[src/rtl/drs_event_reader.sv]
// ----------------------------------------------------------------------------
// drs_event_reader
// Consumer end of the DRS readout FIFO. Pops event words with a one-cycle
// read latency and parses the framing:
//   HEADER, MASK, TS[47:32], TS[31:16], TS[15:0], COUNT, samples..., TRAILER
// ADC samples go to a 2-entry output buffer that drives a valid/ready stream
// tagged with channel and last-of-channel/last-of-event flags.
// Optional build macro: DRS_READER_COUNTERS_EN adds saturating event/error
// counters. Without it, event_count and error_count are tied to zero.
// ----------------------------------------------------------------------------
module drs_event_reader #(
    parameter int          READ_WIDTH   = 16,
    parameter int          NCHAN        = 9,
    parameter int          MAX_SAMPLES  = 1024,
    parameter logic [15:0] HEADER_WORD  = 16'hAAAA,
    parameter logic [15:0] TRAILER_WORD = 16'h5555,
    parameter int          TIMEOUT      = 255
) (
    input  logic                  clock,
    input  logic                  reset_n,
    input  logic [READ_WIDTH-1:0] rd_data,
    input  logic                  rd_empty,
    output logic                  rd_enable,
    output logic                  out_valid,
    input  logic                  out_ready,
    output logic [13:0]           out_data,
    output logic [3:0]            out_chan,
    output logic                  out_last_chan,
    output logic                  out_last_event,
    output logic                  evt_start,
    output logic [47:0]           evt_timestamp,
    output logic [NCHAN-1:0]      evt_mask,
    output logic [10:0]           evt_samples,
    output logic                  err_pulse,
    output logic [1:0]            err_code,
    output logic [15:0]           event_count,
    output logic [15:0]           error_count
);

    localparam int TO_W = $clog2(TIMEOUT + 1);

    typedef enum logic [2:0] {
        ST_HUNT  = 3'd0,
        ST_MASK  = 3'd1,
        ST_TS2   = 3'd2,
        ST_TS1   = 3'd3,
        ST_TS0   = 3'd4,
        ST_CNT   = 3'd5,
        ST_DATA  = 3'd6,
        ST_TRAIL = 3'd7
    } state_e;

    typedef struct packed {
        logic [13:0] data;
        logic [3:0]  chan;
        logic        last_chan;
        logic        last_event;
    } entry_t;

    // Lowest set mask bit at or above 'from'; result is {found, index}.
    function automatic logic [4:0] find_chan(input logic [NCHAN-1:0] mask,
                                             input logic [4:0] from);
        logic [4:0] res;
        res = 5'd0;
        for (int i = NCHAN - 1; i >= 0; i--) begin
            if (mask[i] && (i >= int'(from))) begin
                res = {1'b1, 4'(i)};
            end
        end
        return res;
    endfunction

    state_e           state_q, state_d;
    logic [NCHAN-1:0] mask_q, mask_d;
    logic [47:0]      ts_q, ts_d;
    logic [10:0]      samples_q, samples_d;
    logic [3:0]       chan_q, chan_d;
    logic [10:0]      idx_q, idx_d;
    logic [TO_W-1:0]  to_cnt_q, to_cnt_d;
    logic             evt_start_q, evt_start_d;
    logic             err_pulse_q, err_pulse_d;
    logic [1:0]       err_code_q, err_code_d;
    logic             rd_inflight_q;

    entry_t           buf_q [2];
    logic             wr_ptr_q, rd_ptr_q;
    logic [1:0]       occ_q, occ_d;
    logic             push_s, pop_s;
    entry_t           push_entry_s, head_s;

    logic [15:0]      word_s;
    logic [4:0]       first_chan_s, next_chan_s;
    logic             last_chan_s;

    assign word_s       = rd_data[15:0];
    assign first_chan_s = find_chan(mask_q, 5'd0);
    assign next_chan_s  = find_chan(mask_q, {1'b0, chan_q} + 5'd1);
    assign last_chan_s  = (idx_q == (samples_q - 11'd1));

    // Read only while the words already owed to the buffer leave room for one more;
    // header/trailer words in flight are counted conservatively as samples.
    assign pop_s     = (occ_q != 2'd0) & out_ready;
    assign rd_enable = ~rd_empty &
                       (({1'b0, occ_q} + {2'b00, rd_inflight_q} - {2'b00, pop_s}) < 3'd2);

    // Word parser: next state, metadata capture, sample push and stall timeout
    always_comb begin
        state_d      = state_q;
        mask_d       = mask_q;
        ts_d         = ts_q;
        samples_d    = samples_q;
        chan_d       = chan_q;
        idx_d        = idx_q;
        to_cnt_d     = to_cnt_q;
        evt_start_d  = 1'b0;
        err_pulse_d  = 1'b0;
        err_code_d   = err_code_q;
        push_s       = 1'b0;
        push_entry_s = '0;
        if (rd_inflight_q) begin
            to_cnt_d = '0;
            case (state_q)
                ST_HUNT: begin
                    if (word_s == HEADER_WORD) begin
                        state_d = ST_MASK;
                    end else begin
                        state_d = ST_HUNT;
                    end
                end
                ST_MASK: begin
                    mask_d  = word_s[NCHAN-1:0];
                    state_d = ST_TS2;
                end
                ST_TS2: begin
                    ts_d[47:32] = word_s;
                    state_d     = ST_TS1;
                end
                ST_TS1: begin
                    ts_d[31:16] = word_s;
                    state_d     = ST_TS0;
                end
                ST_TS0: begin
                    ts_d[15:0] = word_s;
                    state_d    = ST_CNT;
                end
                ST_CNT: begin
                    if ((word_s == 16'd0) || (word_s > 16'(MAX_SAMPLES))) begin
                        err_pulse_d = 1'b1;
                        err_code_d  = 2'd1;
                        state_d     = ST_HUNT;
                    end else begin
                        samples_d   = word_s[10:0];
                        evt_start_d = 1'b1;
                        idx_d       = 11'd0;
                        if (mask_q == {NCHAN{1'b0}}) begin
                            state_d = ST_TRAIL;
                        end else begin
                            chan_d  = first_chan_s[3:0];
                            state_d = ST_DATA;
                        end
                    end
                end
                ST_DATA: begin
                    // A header pattern here is ordinary sample data.
                    push_s                  = 1'b1;
                    push_entry_s.data       = word_s[13:0];
                    push_entry_s.chan       = chan_q;
                    push_entry_s.last_chan  = last_chan_s;
                    push_entry_s.last_event = last_chan_s & ~next_chan_s[4];
                    if (last_chan_s) begin
                        idx_d = 11'd0;
                        if (next_chan_s[4]) begin
                            chan_d  = next_chan_s[3:0];
                            state_d = ST_DATA;
                        end else begin
                            state_d = ST_TRAIL;
                        end
                    end else begin
                        idx_d = idx_q + 11'd1;
                    end
                end
                ST_TRAIL: begin
                    state_d = ST_HUNT;
                    if (word_s == TRAILER_WORD) begin
                        err_pulse_d = 1'b0;
                    end else begin
                        err_pulse_d = 1'b1;
                        err_code_d  = 2'd2;
                    end
                end
                default: begin
                    state_d = ST_HUNT;
                end
            endcase
        end else if ((state_q != ST_HUNT) && rd_empty) begin
            if (to_cnt_q == TO_W'(TIMEOUT - 1)) begin
                err_pulse_d = 1'b1;
                err_code_d  = 2'd3;
                state_d     = ST_HUNT;
                to_cnt_d    = '0;
            end else begin
                to_cnt_d = to_cnt_q + 1'b1;
            end
        end else begin
            to_cnt_d = '0;
        end
    end

    // Parser state, metadata and strobe registers
    always_ff @(posedge clock or negedge reset_n) begin
        if (!reset_n) begin
            state_q       <= ST_HUNT;
            mask_q        <= '0;
            ts_q          <= '0;
            samples_q     <= '0;
            chan_q        <= '0;
            idx_q         <= '0;
            to_cnt_q      <= '0;
            evt_start_q   <= 1'b0;
            err_pulse_q   <= 1'b0;
            err_code_q    <= 2'd0;
            rd_inflight_q <= 1'b0;
        end else begin
            state_q       <= state_d;
            mask_q        <= mask_d;
            ts_q          <= ts_d;
            samples_q     <= samples_d;
            chan_q        <= chan_d;
            idx_q         <= idx_d;
            to_cnt_q      <= to_cnt_d;
            evt_start_q   <= evt_start_d;
            err_pulse_q   <= err_pulse_d;
            err_code_q    <= err_code_d;
            rd_inflight_q <= rd_enable;
        end
    end

    // Output buffer occupancy update
    always_comb begin
        occ_d = occ_q;
        case ({push_s, pop_s})
            2'b10:   occ_d = occ_q + 2'd1;
            2'b01:   occ_d = occ_q - 2'd1;
            default: occ_d = occ_q;
        endcase
    end

    // Output buffer storage and pointers
    always_ff @(posedge clock or negedge reset_n) begin
        if (!reset_n) begin
            buf_q[0] <= '0;
            buf_q[1] <= '0;
            wr_ptr_q <= 1'b0;
            rd_ptr_q <= 1'b0;
            occ_q    <= 2'd0;
        end else begin
            if (push_s) begin
                buf_q[wr_ptr_q] <= push_entry_s;
                wr_ptr_q        <= ~wr_ptr_q;
            end
            if (pop_s) begin
                rd_ptr_q <= ~rd_ptr_q;
            end
            occ_q <= occ_d;
        end
    end

    assign head_s         = buf_q[rd_ptr_q];
    assign out_valid      = (occ_q != 2'd0);
    assign out_data       = head_s.data;
    assign out_chan       = head_s.chan;
    assign out_last_chan  = head_s.last_chan;
    assign out_last_event = head_s.last_event;
    assign evt_start      = evt_start_q;
    assign evt_timestamp  = ts_q;
    assign evt_mask       = mask_q;
    assign evt_samples    = samples_q;
    assign err_pulse      = err_pulse_q;
    assign err_code       = err_code_q;

`ifdef DRS_READER_COUNTERS_EN
    logic [15:0] event_count_q;
    logic [15:0] error_count_q;
    logic        good_evt_s;

    assign good_evt_s = rd_inflight_q & (state_q == ST_TRAIL) & (word_s == TRAILER_WORD);

    // Saturating counts of accepted trailers and error strobes
    always_ff @(posedge clock or negedge reset_n) begin
        if (!reset_n) begin
            event_count_q <= 16'd0;
            error_count_q <= 16'd0;
        end else begin
            if (good_evt_s && (event_count_q != 16'hFFFF)) begin
                event_count_q <= event_count_q + 16'd1;
            end
            if (err_pulse_q && (error_count_q != 16'hFFFF)) begin
                error_count_q <= error_count_q + 16'd1;
            end
        end
    end

    assign event_count = event_count_q;
    assign error_count = error_count_q;
`else
    assign event_count = 16'd0;
    assign error_count = 16'd0;
`endif

endmodule

[config.mk]
export PLATFORM = sky130hd
export DESIGN_NAME = drs_event_reader
export DESIGN_NICKNAME = d
export VERILOG_FILES = /design/src/rtl/drs_event_reader.sv
export SDC_FILE = /design/constraint.sdc
export NUM_CORES = 1
export LEC_CHECK = 0
export BUFFER_PORTS_ARGS = -buffer_cell sky130_fd_sc_hd__buf_4
export CORE_ASPECT_RATIO = 0.75
export CORE_UTILIZATION = 30
export CTS_CLUSTER_SIZE = 25
export DETAILED_ROUTE_END_ITERATION = 7
export PLACE_DENSITY = 0.47
export SYNTH_ARGS = -nofsm -noshare
export SYNTH_HDL_FRONTEND = slang
export SYNTH_SLANG_ARGS = --single-unit
[constraint.sdc]
create_clock -name clock -period 3.3 [get_ports clock]
set_clock_uncertainty 0.05 [all_clocks]
set_input_delay 0 -clock clock [delete_from_list [all_inputs] [get_ports clock]]
set_output_delay 0 -clock clock [all_outputs]
set_load 0.01 [all_outputs]
After elaboration in Yosys (flattened, before gate mapping)
Cells that the tools add are included.

storage, ports and cells
  bits of input ports = 20
  bits in registers = 143
  bits in read-only memories = 0
  output and inout bits = 126
  bits in latches = 0
  word-level logic and storage cells = 171
  memories = 0
  memory bits (writable) = 0

operators by class
  order comparisons = 14
  divide/modulo/power cells = 0
  $add $sub $neg = 8
  bitwise operators = 10
  equal/unequal tests = 21
  multiply operators = 0
  reduce and logical (&&, ||, !) cells = 30
  shift-type cells = 0
  multiplexer cells = 64

operator list
  operator                                                                             number
  20-bit two-way mux                                                                   6
  4-bit two-way mux                                                                    13
  5-bit two-way mux                                                                    9
  40-bit bitwise mux                                                                   1
  8-bit two-way mux                                                                    3
  3-bit one-hot mux with 8 select lines                                                1
  11-bit two-way mux                                                                   2
  11-bit one-hot mux with 2 select lines                                               1
  20-bit demux with 1-bit select                                                       1
  3-bit by 5-bit greater-or-equal comparator with 1-bit output (first input constant)  4
  16-bit by 15-bit == test with 1-bit output (second input constant)                   1
  16-bit == test (second input constant)                                               1
  16-bit by 11-bit > comparator with 1-bit output (second input constant)              1
  16-bit logical NOT                                                                   1
  3-bit two-way mux                                                                    5
  1-bit two-way mux                                                                    13
  3-bit == test (second input constant)                                                4
  11-bit by 1-bit adder with 11-bit output (second input constant)                     1
  11-bit == test                                                                       1
  1-bit logical AND                                                                    11
  11-bit by 1-bit subtractor with 11-bit output (second input constant)                1
  1-bit by 5-bit greater-or-equal comparator with 1-bit output (first input constant)  2
  2-bit by 5-bit greater-or-equal comparator with 1-bit output (first input constant)  2
  2-bit two-way mux                                                                    5
  33 further kinds                                                                     57

Longest topological paths before layout
Gate-level depths: netlist of run 1.

  depth in word-level cells = 17
  gate-level depth with buffers = 10
  gate-level depth less buffers = 9

Worst setup path after synthesis of run 1
OpenSTA, ideal clock, no wires.

  path type = reg2reg
  from = reg chan_q[1]
  to = reg chan_q[0]
  setup slack = 0.556 ns
  arrival time = 2.570 ns
  buffers on the path = 1
  data required time = 3.125 ns
  setup time = 0.125 ns
  cell stages (with the launch flop) = 11
  clock period less this slack = 2.744 ns
  cells stage by stage = dfrtp_1 inv_1 ha_1 clkbuf_1 or4_1 o22ai_1 a31oi_1 a211oi_1 nor3_1 nand2_1 mux2_2

between the ends
  longest elaborated chain between the ends = 14
  elaborated cells between the ends (all ways) = 33
  those cells by class = add/sub (1); order compare (9); eq/ne (1); mux (12); reduce/logical (10)

RTL lines
  item                                                                                                                                          RTL line  RTL
  from (decl)                                                                                                                                   77        logic [3:0] chan_q, chan_d;
  from (signal assigned)                                                                                                                        228       chan_q <= chan_d;
  4-bit by 1-bit adder with 5-bit output *                                                                                                      97        assign next_chan_s = find_chan(mask_q, {1'b0, chan_q} + 5'd1);
  4-bit by 5-bit greater-or-equal comparator with 1-bit output or 3-bit by 5-bit greater-or-equal comparator with 1-bit output (tied branches)  66        if (mask[i] && (i >= int'(from))) begin
  1-bit logical AND                                                                                                                             66
  5-bit two-way mux (8 in a row)                                                                                                                66
  5-bit two-way mux *                                                                                                                           66
  2-bit inequality test (no source line) or 4-bit two-way mux (tied branches)                                                                   n/a
  6-bit AND reduction (no source line) or 4-bit one-hot mux with 2 select lines (tied branches)                                                 n/a

Every way passes the cells marked *; elsewhere a longest branch is shown, timed or not. The select of a mux whose other input is x is not followed.
A chain may end at the register's enable or synchronous reset.

Worst setup path after layout of run 1
Same ends and word-level chain as after synthesis.

==> reports/metrics.cfg, run 1 <==
[final_layout]
multiInputGateArea_um2 = 3309
fill_cells = 2268
final_common_cell = dfrtp_1
n_antenna_cell = 0
nets = 794
syn_to_final_growth_pct = 26.22
finalInstanceArea_um2 = 9057
area.sequential_um2 = 3578
mostFrequentLayoutCells = dfrtp_1 (143), buf_4 (122), mux2_2 (121)
drive_gt1_share_pct = 36.94

[cts]
h-tree-depth = 4
cts_sinks = 143
root_buffer = clkbuf_16
tritoncts = built
cts_made_buffers = 17
cts.clk_slew.worst_paths_ns = 0.06
cts_buffer_depth = 2
clock_latency_ns = 0.42

[timing]
clock.fmax_ghz = 0.3292
min_period_ns = 3.037
setup_slack_ns = 0.2625
relSlewSlack_pct = 25.72
worst_pin_slew_ns = 1.114
fin_tns_setup_ns = 0
setup_viol = 0
rsz0062_at_grt = no
report.final.hold_viol_count = 0
fin_crit_sh_pct = 92.04
drv_slew = 0

[drt]
drcViolationCount = 0
viasPerCell = 4.898
drtIter0Drc = 295
ant_nets = 0
wl_um = 19510
drtPass1Iterations = 4
num_vias = 5275
wl_per_cell_um = 18.12

[critical_path]
worstPathArrival_ns = 3.29
r2r.worst_path.cells = 9
path_max_fanout = 10
crit_start = chan_q[1]
rrSetupSlack_ns = 0.26
worstSetupPathType = flip-flop to flip-flop
r2r-start = chan_q[1]
cp-end-kind = flip-flop
crit_path_end = chan_q[0]
crit_required_ns = 3.55
worst_setup_path_start_kind = flip-flop
r2r_end = chan_q[0]

[die]
ioPinCount = 146
fp.dieW_um = 180.6
fp-row-count = 48
die_area_um2 = 24550
die_h_um = 135.9
coreArea_um2 = 23240
start_util_pct = 30.87

[yosys]
syn_inst = 635
seq_area_frac_synth_pct = 49.87
async_flop_share_pct = 100.0
synthFlopType = dfrtp_1
synth-edff-count = 0
syn-mean-instance-area_um2 = 11.30
post_synth_instance_area_um2 = 7176
ys_seq_elements = 143
ys.warnings.count = 0
ys_types = 64

[hold_path]
hold_class = primary input to async pin

[grt]
overflow = 0
grt_max_degree = 91
grt_pass1_vias = 5335
grt_pass1_wl_um = 30660
grt_usage_pct = 16.57
antenna_found_initial = 1

[place]
hpwlAfterDp_um = 13620
pre_cts_ws_ns = 0.1411
post_dp_cell_area_um2 = 8258
portBuffers = 113
gp_congestion = 0.8405

[power]
ir_drop_v = 0.0003072
power.density_nw_per_um2 = 504.2
power_leakage_nw = 4.241
power_mw = 4.567

[run_status]
outcome = finished, final reports clean

[run]
max_cap_violations = 0

## state kept, by name (all words and copies together), names as in the netlist, 2 cells and up
register       count
evt_timestamp     48
buf_q             40
evt_samples       11
idx_q             11
evt_mask           9
to_cnt_q           8
chan_q             4
state_q            3
err_code           2
occ_q              2
## worst min-delay path by stage
stage / end / slack, ns / depth (start not counted)
6_report: buf_q[33] / 0.21 / 2
5_1_grt: buf_q[16] / 0.27 / 2
4_1_cts: rd_ptr_q / 0.23 / 2
3_5_place_dp: buf_q[39] / 0.11 / 1
3_3_place_gp: buf_q[39] / 0.08 / 1
2_1_floorplan: buf_q[0] / -0.35 / 0
## kinds of logic after synthesis
logic type                 Yosys count  synth area share (%)
adders and majority gates           10                 1.848
and+or+nand+nor                    161                 11.32
other                                1               0.05226
xor gates and xnor gates            24                 2.929
AOI/OAI and AO/OA                   93                 8.579
DFF                                143                 49.87
muxes                              125                 19.56
buffers and inverters               78                 5.841
## cells in the mapped netlist, drive strengths merged (4+ instances only)
master / instances / area share, %
a211oi: 4 / 0.49
a21oi: 20 / 1.4
a22o: 6 / 0.73
a31oi: 6 / 0.52
and2: 5 / 0.44
and3: 4 / 0.35
buf: 36 / 3.6
clkbuf: 28 / 1.5
dfrtp: 143 / 50
ha: 9 / 1.6
inv: 14 / 0.73
mux2: 122 / 19
nand2: 36 / 1.9
nand2b: 7 / 0.61
nand3: 13 / 0.91
nand4: 7 / 0.61
nor2: 43 / 2.3
nor3: 14 / 0.98
nor4: 6 / 0.52
o21ai: 26 / 1.8
o31ai: 5 / 0.59
or3: 7 / 0.61
xnor2: 13 / 1.6
xor2: 11 / 1.3
## repair_timing
item	4_1_cts	5_1_grt
hold endpoints to repair	190	0
hold buffers	19	0
setup buffers	0	0
endpoints found under the setup margin	0	2
resized for setup	0	1
## layer usage
metal / track usage, % / up-vias / share of wire (%)
met4: 3.751 / 0 / 0.61
met3: 5.572 / 8 / 6.9
met5: 0 / - / 0
li1: - / 2471 / -
met1: 22.49 / 2633 / 49
met2: 25.47 / 163 / 44
## area by class of cell
type	instances	area share [%]
Timing Repair Buffer	143	12.56
Inverter	14	0.5802
Sequential cell	143	39.51
Multi-Input combinational cell	445	36.54
Tap cell	300	4.144
Clock inverter	8	1.133
Clock buffer	24	5.539
## worst max-delay path, stage by stage, from the launching register on
cell and delay (ns):
dfrtp_1 0.44, inv_1 0.12, ha_1 0.41, or4_1 0.53, o22ai_1 0.18, a31oi_1 0.19, a211oi_2 0.38, nor3_1 0.10
nand2_1 0.18, mux2_2 0.35
## per-stage QoR
step	utilization (%)	std cells	hold slack, ns
after CTS	38.95	1077	0.2337
after global routing	38.97	1077	0.2748
after global placement	35.53	1026	0.08451
final	38.97	1077	0.2099
after detailed placement	35.53	1026	0.1050
after floorplan	-	666	-0.3456
## where the power goes
part | internal (mW) | switching, mW | leakage [nW] | total [mW]
registers | 1.83 | 0.138 | 1.86 | 1.97
logic | 0.348 | 0.310 | 2.09 | 0.658
clock network | 1.22 | 0.728 | 0.293 | 1.94
Power figures use the tool's default switching activity.
==> run 2, diff against run 1 <==
--- a/config.mk
+++ b/config.mk
@@ -8,6 +8,7 @@
 export BUFFER_PORTS_ARGS = -buffer_cell sky130_fd_sc_hd__buf_4
 export CORE_ASPECT_RATIO = 0.75
 export CORE_UTILIZATION = 30
+export CTS_BUF_LIST = sky130_fd_sc_hd__clkbuf_16
 export CTS_CLUSTER_SIZE = 25
 export DETAILED_ROUTE_END_ITERATION = 7
 export PLACE_DENSITY = 0.47
==> run 2 against run 1 <==
Compared with the run above:
- cell count unchanged
- design area decreased by 0.55%
- wire length grew 0.21%
- die area stayed put
- fmax about the same
- critical path depth stayed put
- worst setup slack gained 0.0025 ns
- sequential cell count unchanged
- global-route usage about the same
- via count barely moved
- count of clock-buffer cells in the layout shrank 7
- critical path type unchanged
- critical endpoint unchanged
- highest routed layer unchanged
==> reports/metrics.cfg, run 2 (synthesis gave the netlist of run 1 again) <==
[timing]
min_period_ns = 3.035
relSlewSlack_pct = 24.81
whs_ns = 0.2186
fin_tns_setup_ns = 0
clock.fmax_ghz = 0.3295
drv_slew = 0
report.final.hold_viol_count = 0
fin_crit_sh_pct = 91.97
worst_pin_slew_ns = 1.128
setup_viol = 0
rsz0062_at_grt = no

[die]
fp.dieW_um = 180.6
start_util_pct = 30.87
die_area_um2 = 24550
die_h_um = 135.9
coreArea_um2 = 23240
ioPinCount = 146
fp-row-count = 48

[power]
power.density_nw_per_um2 = 493.2
power_leakage_nw = 4.222
ir_drop_v = 0.0003091

[drt]
viasPerCell = 4.903
wl_met1_um = 9506
drtPass1Iterations = 5
wl_met2_um = 8625
wl_met3_um = 1311
num_vias = 5280
drcViolationCount = 0
drtIter0Drc = 214
ant_nets = 0
highest_layer = met4
wl_um = 19550
wl_per_cell_um = 18.16

[critical_path]
r2r-start = chan_q[1]
worstPathArrival_ns = 3.28
worstSetupPathType = flip-flop to flip-flop
path_max_fanout = 10
worst_setup_path_start_kind = flip-flop
crit_start = chan_q[1]
crit_required_ns = 3.55
cp-end-kind = flip-flop

[final_layout]
drive_gt1_share_pct = 36.29
n_antenna_cell = 0
post-route-util_pct = 38.75
syn_to_final_growth_pct = 25.53
nets = 794
final_common_cell = dfrtp_1
mostFrequentLayoutCells = dfrtp_1 (143), buf_4 (122), mux2_2 (121)
largest_register_ffs = 48
fin_cells = 1077

[place]
dp.cells = 1026
hpwlAfterDp_um = 13620
gp_congestion = 0.8405
portBuffers = 113

[cts]
cts_made_buffers = 17
cts.clk_slew.worst_paths_ns = 0.06
cts_sinks = 143
tritoncts = built
h-tree-depth = 4
clock_latency_ns = 0.41
cts_setup_buffers = 0
cts_buffer_depth = 2
root_buffer = clkbuf_16

[grt]
grt_max_degree = 91
grt_pass1_vias = 5330
grt_usage_pct = 16.57
antenna_found_initial = 1
grt_pass1_wl_um = 30650
overflow = 0

[hold_path]
hold_class = primary input to async pin

[run]
max_cap_violations = 0

[run_status]
outcome = finished, final reports clean

## run 2: final timing paths
kind	slack [ns]	depth (start not counted)	end
min in group clock	0.31	3	rd_inflight_q
min	0.22	2	buf_q[33]
max	0.27	9	chan_q[0]
max reg2reg	0.27	9	chan_q[0]
max in group asynchronous	2.19	3	evt_samples[9]
min reg2reg	0.43	2	buf_q[20]
## run 2: layout make-up
class                      instances  area (um^2)
clock inverter                    15        128.9
multi-input combinational        445         3309
sequential                       143         3578
tap                              300        375.4
clock buffer                      17        425.4
inverter                          14        52.55
timing repair buffer             143         1137
fill                            2280        14230
## run 2: metal layers
metal	track usage, %	vias up
met5	0	-
met4	3.751	0
met3	5.572	7
met2	25.50	152
met1	22.47	2656
li1	-	2465
## run 2: worst max-delay path, cell delays in order, from the launching register on
cell and delay (ns):
dfrtp_1 0.44, inv_1 0.12, ha_1 0.41, or4_1 0.53, o22ai_1 0.17, a31oi_1 0.19
a211oi_2 0.37, nor3_1 0.10, nand2_1 0.18, mux2_2 0.35
## run 2: power by group
group	internal, mW	switching, mW	total, mW
combinational	0.348	0.310	0.658
sequential	1.83	0.137	1.97
clock	1.09	0.727	1.82
## run 2: repair_timing
action | 4_1_cts | 5_1_grt
setup endpoints to repair | 0 | 2
hold buffers | 19 | 0
gates resized for setup | 0 | 1
endpoints found under the hold margin | 190 | 0
## run 2: metrics by stage
| stage | setup slack (ns) | area [um^2] | total power [mW] |
|---|---|---|---|
| 2_1_floorplan | 0.5557 | 7292 | 2.344 |
| 3_3_place_gp | 0.3159 | 8258 | 2.638 |
| 3_5_place_dp | 0.1411 | 8258 | 2.651 |
| 4_1_cts | 0.1230 | 9002 | 4.515 |
| 5_1_grt | 0.07273 | 9007 | 4.656 |
| 6_report | 0.2651 | 9007 | 4.443 |
==> run 3, diff against run 2 <==
--- a/config.mk
+++ b/config.mk
@@ -6,7 +6,7 @@
 export NUM_CORES = 1
 export LEC_CHECK = 0
 export BUFFER_PORTS_ARGS = -buffer_cell sky130_fd_sc_hd__buf_4
-export CORE_ASPECT_RATIO = 0.75
+export CORE_ASPECT_RATIO = 1.4
 export CORE_UTILIZATION = 30
 export CTS_BUF_LIST = sky130_fd_sc_hd__clkbuf_16
 export CTS_CLUSTER_SIZE = 25
==> run 3 against run 2 <==
Compared with the run above:
- hold slack got worse by 0.081 ns
- clock power fell by 7%
- sequential cell count unchanged
- global-route usage is 0.64 points lower
- power down 2.5%
- count of clock-buffer cells in the layout unchanged
- non-clock buffer count fell by 1
- highest routed layer unchanged
==> reports/metrics.cfg, run 3 (synthesis gave the netlist of run 1 again) <==
[drt]
wl_per_cell_um = 17.19
ant_nets = 0
drcViolationCount = 0
viasPerCell = 4.842
wl_um = 18600
drtIter0Drc = 255
num_vias = 5239
drtPass1Iterations = 4

[die]
coreArea_um2 = 23370
ioPinCount = 146
die_h_um = 185.0
die_area_um2 = 24550
fp-row-count = 66
fp.dieW_um = 132.7
start_util_pct = 30.70

[power]
seqPwrFrac_pct = 45.4
power.density_nw_per_um2 = 483.3
power_leakage_nw = 4.187
ir_drop_v = 0.0003722
swShare_pct = 27.69
power_switching_mw = 1.199
clockPowerShare_pct = 39.3
p_comb_share_pct = 15.3
p_int_mw = 3.131

[grt]
grt_pass1_wl_um = 30060
overflow = 0
antenna_found_initial = 0
grt_pass1_vias = 5405
grt_max_degree = 83
grt_usage_pct = 15.93

[critical_path]
crit_required_ns = 3.54
r2r_end = chan_q[0]
worstSetupPathType = flip-flop to flip-flop
path_max_fanout = 10
r2r-start = chan_q[1]
worst_setup_path_start_kind = flip-flop
cpPeakStageDelay_ns = 0.56
r2r.worst_path.cells = 9
cp-end-kind = flip-flop
crit_path_top_delay_cell = or4_1
worstPathArrival_ns = 3.30
path_cells = inv_1 -> ha_1 -> or4_1 -> o22ai_1 -> a31oi_1 -> a211oi_1 -> nor3_1 -> nand2_1 -> mux2_2
rrSetupSlack_ns = 0.24

[place]
post_dp_cell_area_um2 = 8243
hpwlAfterDp_um = 13210
portBuffers = 113
gp_congestion = 0.8178

[final_layout]
finalInstanceArea_um2 = 8960
nets = 793
n_antenna_cell = 0
largest_register_ffs = 48
syn_to_final_growth_pct = 24.86
mostFrequentLayoutCells = dfrtp_1 (143), buf_4 (122), mux2_2 (121)
final_common_cell = dfrtp_1
fill_cells = 2269
drive_gt1_share_pct = 36.47

[timing]
report.final.hold_viol_count = 0
fin_crit_sh_pct = 92.74
fin_tns_setup_ns = 0
clock.fmax_ghz = 0.3268
relSlewSlack_pct = 22.67
setup_viol = 0
whs_ns = 0.1372
worst_pin_slew_ns = 1.154
drv_slew = 0
rsz0062_at_grt = no
min_period_ns = 3.060

[cts]
cts_buffer_depth = 2
cts_sinks = 143
clock_latency_ns = 0.41
cts_made_buffers = 17
cts.clk_slew.worst_paths_ns = 0.06
h-tree-depth = 4
root_buffer = clkbuf_16
tritoncts = built

[run]
max_cap_violations = 0

[run_status]
outcome = finished, final reports clean

[hold_path]
hold_class = primary input to async pin

## run 3: power groups by stage
stage,registers [mW],logic [mW],clock network (mW)
3_3_place_gp,1.99,0.639,0
3_5_place_dp,2.00,0.655,0
5_1_grt,1.98,0.735,1.84
6_report,1.97,0.661,1.70
2_1_floorplan,1.92,0.421,0
4_1_cts,1.97,0.676,1.76
## run 3: per-layer routing
layer	routed length [um]	vias to the layer above	global-route usage, %	share of wire, %
met5	0	-	0	0
met4	336	0	5.931	1.8
met3	941	19	3.777	5.1
met2	9670	182	28.06	52
met1	7651	2575	18.76	41
li1	-	2463	-	-
## run 3: worst max path at each step
stage / start / cells after the start / slack [ns] / endpoint
global placement: evt_samples[0] / 7 / 0.29 / chan_q[2]
floorplan: chan_q[1] / 10 / 0.56 / chan_q[0]
global route: chan_q[1] / 9 / 0.03 / chan_q[0]
CTS: evt_samples[2] / 7 / 0.24 / chan_q[2]
finish: chan_q[1] / 9 / 0.24 / chan_q[0]
detailed placement: evt_samples[2] / 7 / 0.26 / chan_q[2]
## run 3: layout make-up
class | count | area [um^2] | share of cell area [%]
Sequential cell | 143 | 3578 | 39.94
Multi-Input combinational cell | 445 | 3303 | 36.87
Timing Repair Buffer | 142 | 1117 | 12.47
Clock buffer | 17 | 425.4 | 4.748
Tap cell | 306 | 382.9 | 4.273
Clock inverter | 15 | 100.1 | 1.117
Inverter | 14 | 52.55 | 0.5865
## run 3: timing repair
action | CTS | global route
setup buffers | 0 | 0
endpoints found under the hold margin | 180 | 0
hold buffers | 19 | 0
resized for setup | 0 | 1
endpoints found under the setup margin | 0 | 2
## run 3: critical path, delay by kind of cell, from the launching register on
kind                     cells  cell delay, ns
buffers and inverters        1            0.11
multiplexers                 1            0.35
flip-flops                   1            0.42
AND/OR/NAND/NOR              3            0.83
AO/OA/AOI/OAI                3            0.77
adder cells (fa/ha/maj)      1            0.41
## run 3: per-stage QoR
stage               std cells  util, %  worst slack (ns)  power [mW]
floorplan                 666        -            0.5557       2.344
CTS                      1082    38.33            0.2375       4.405
global placement         1031    35.27            0.2904       2.634
global route             1082    38.34           0.03039       4.556
detailed placement       1031    35.27            0.2569       2.653
finish                   1082    38.34            0.2396       4.331
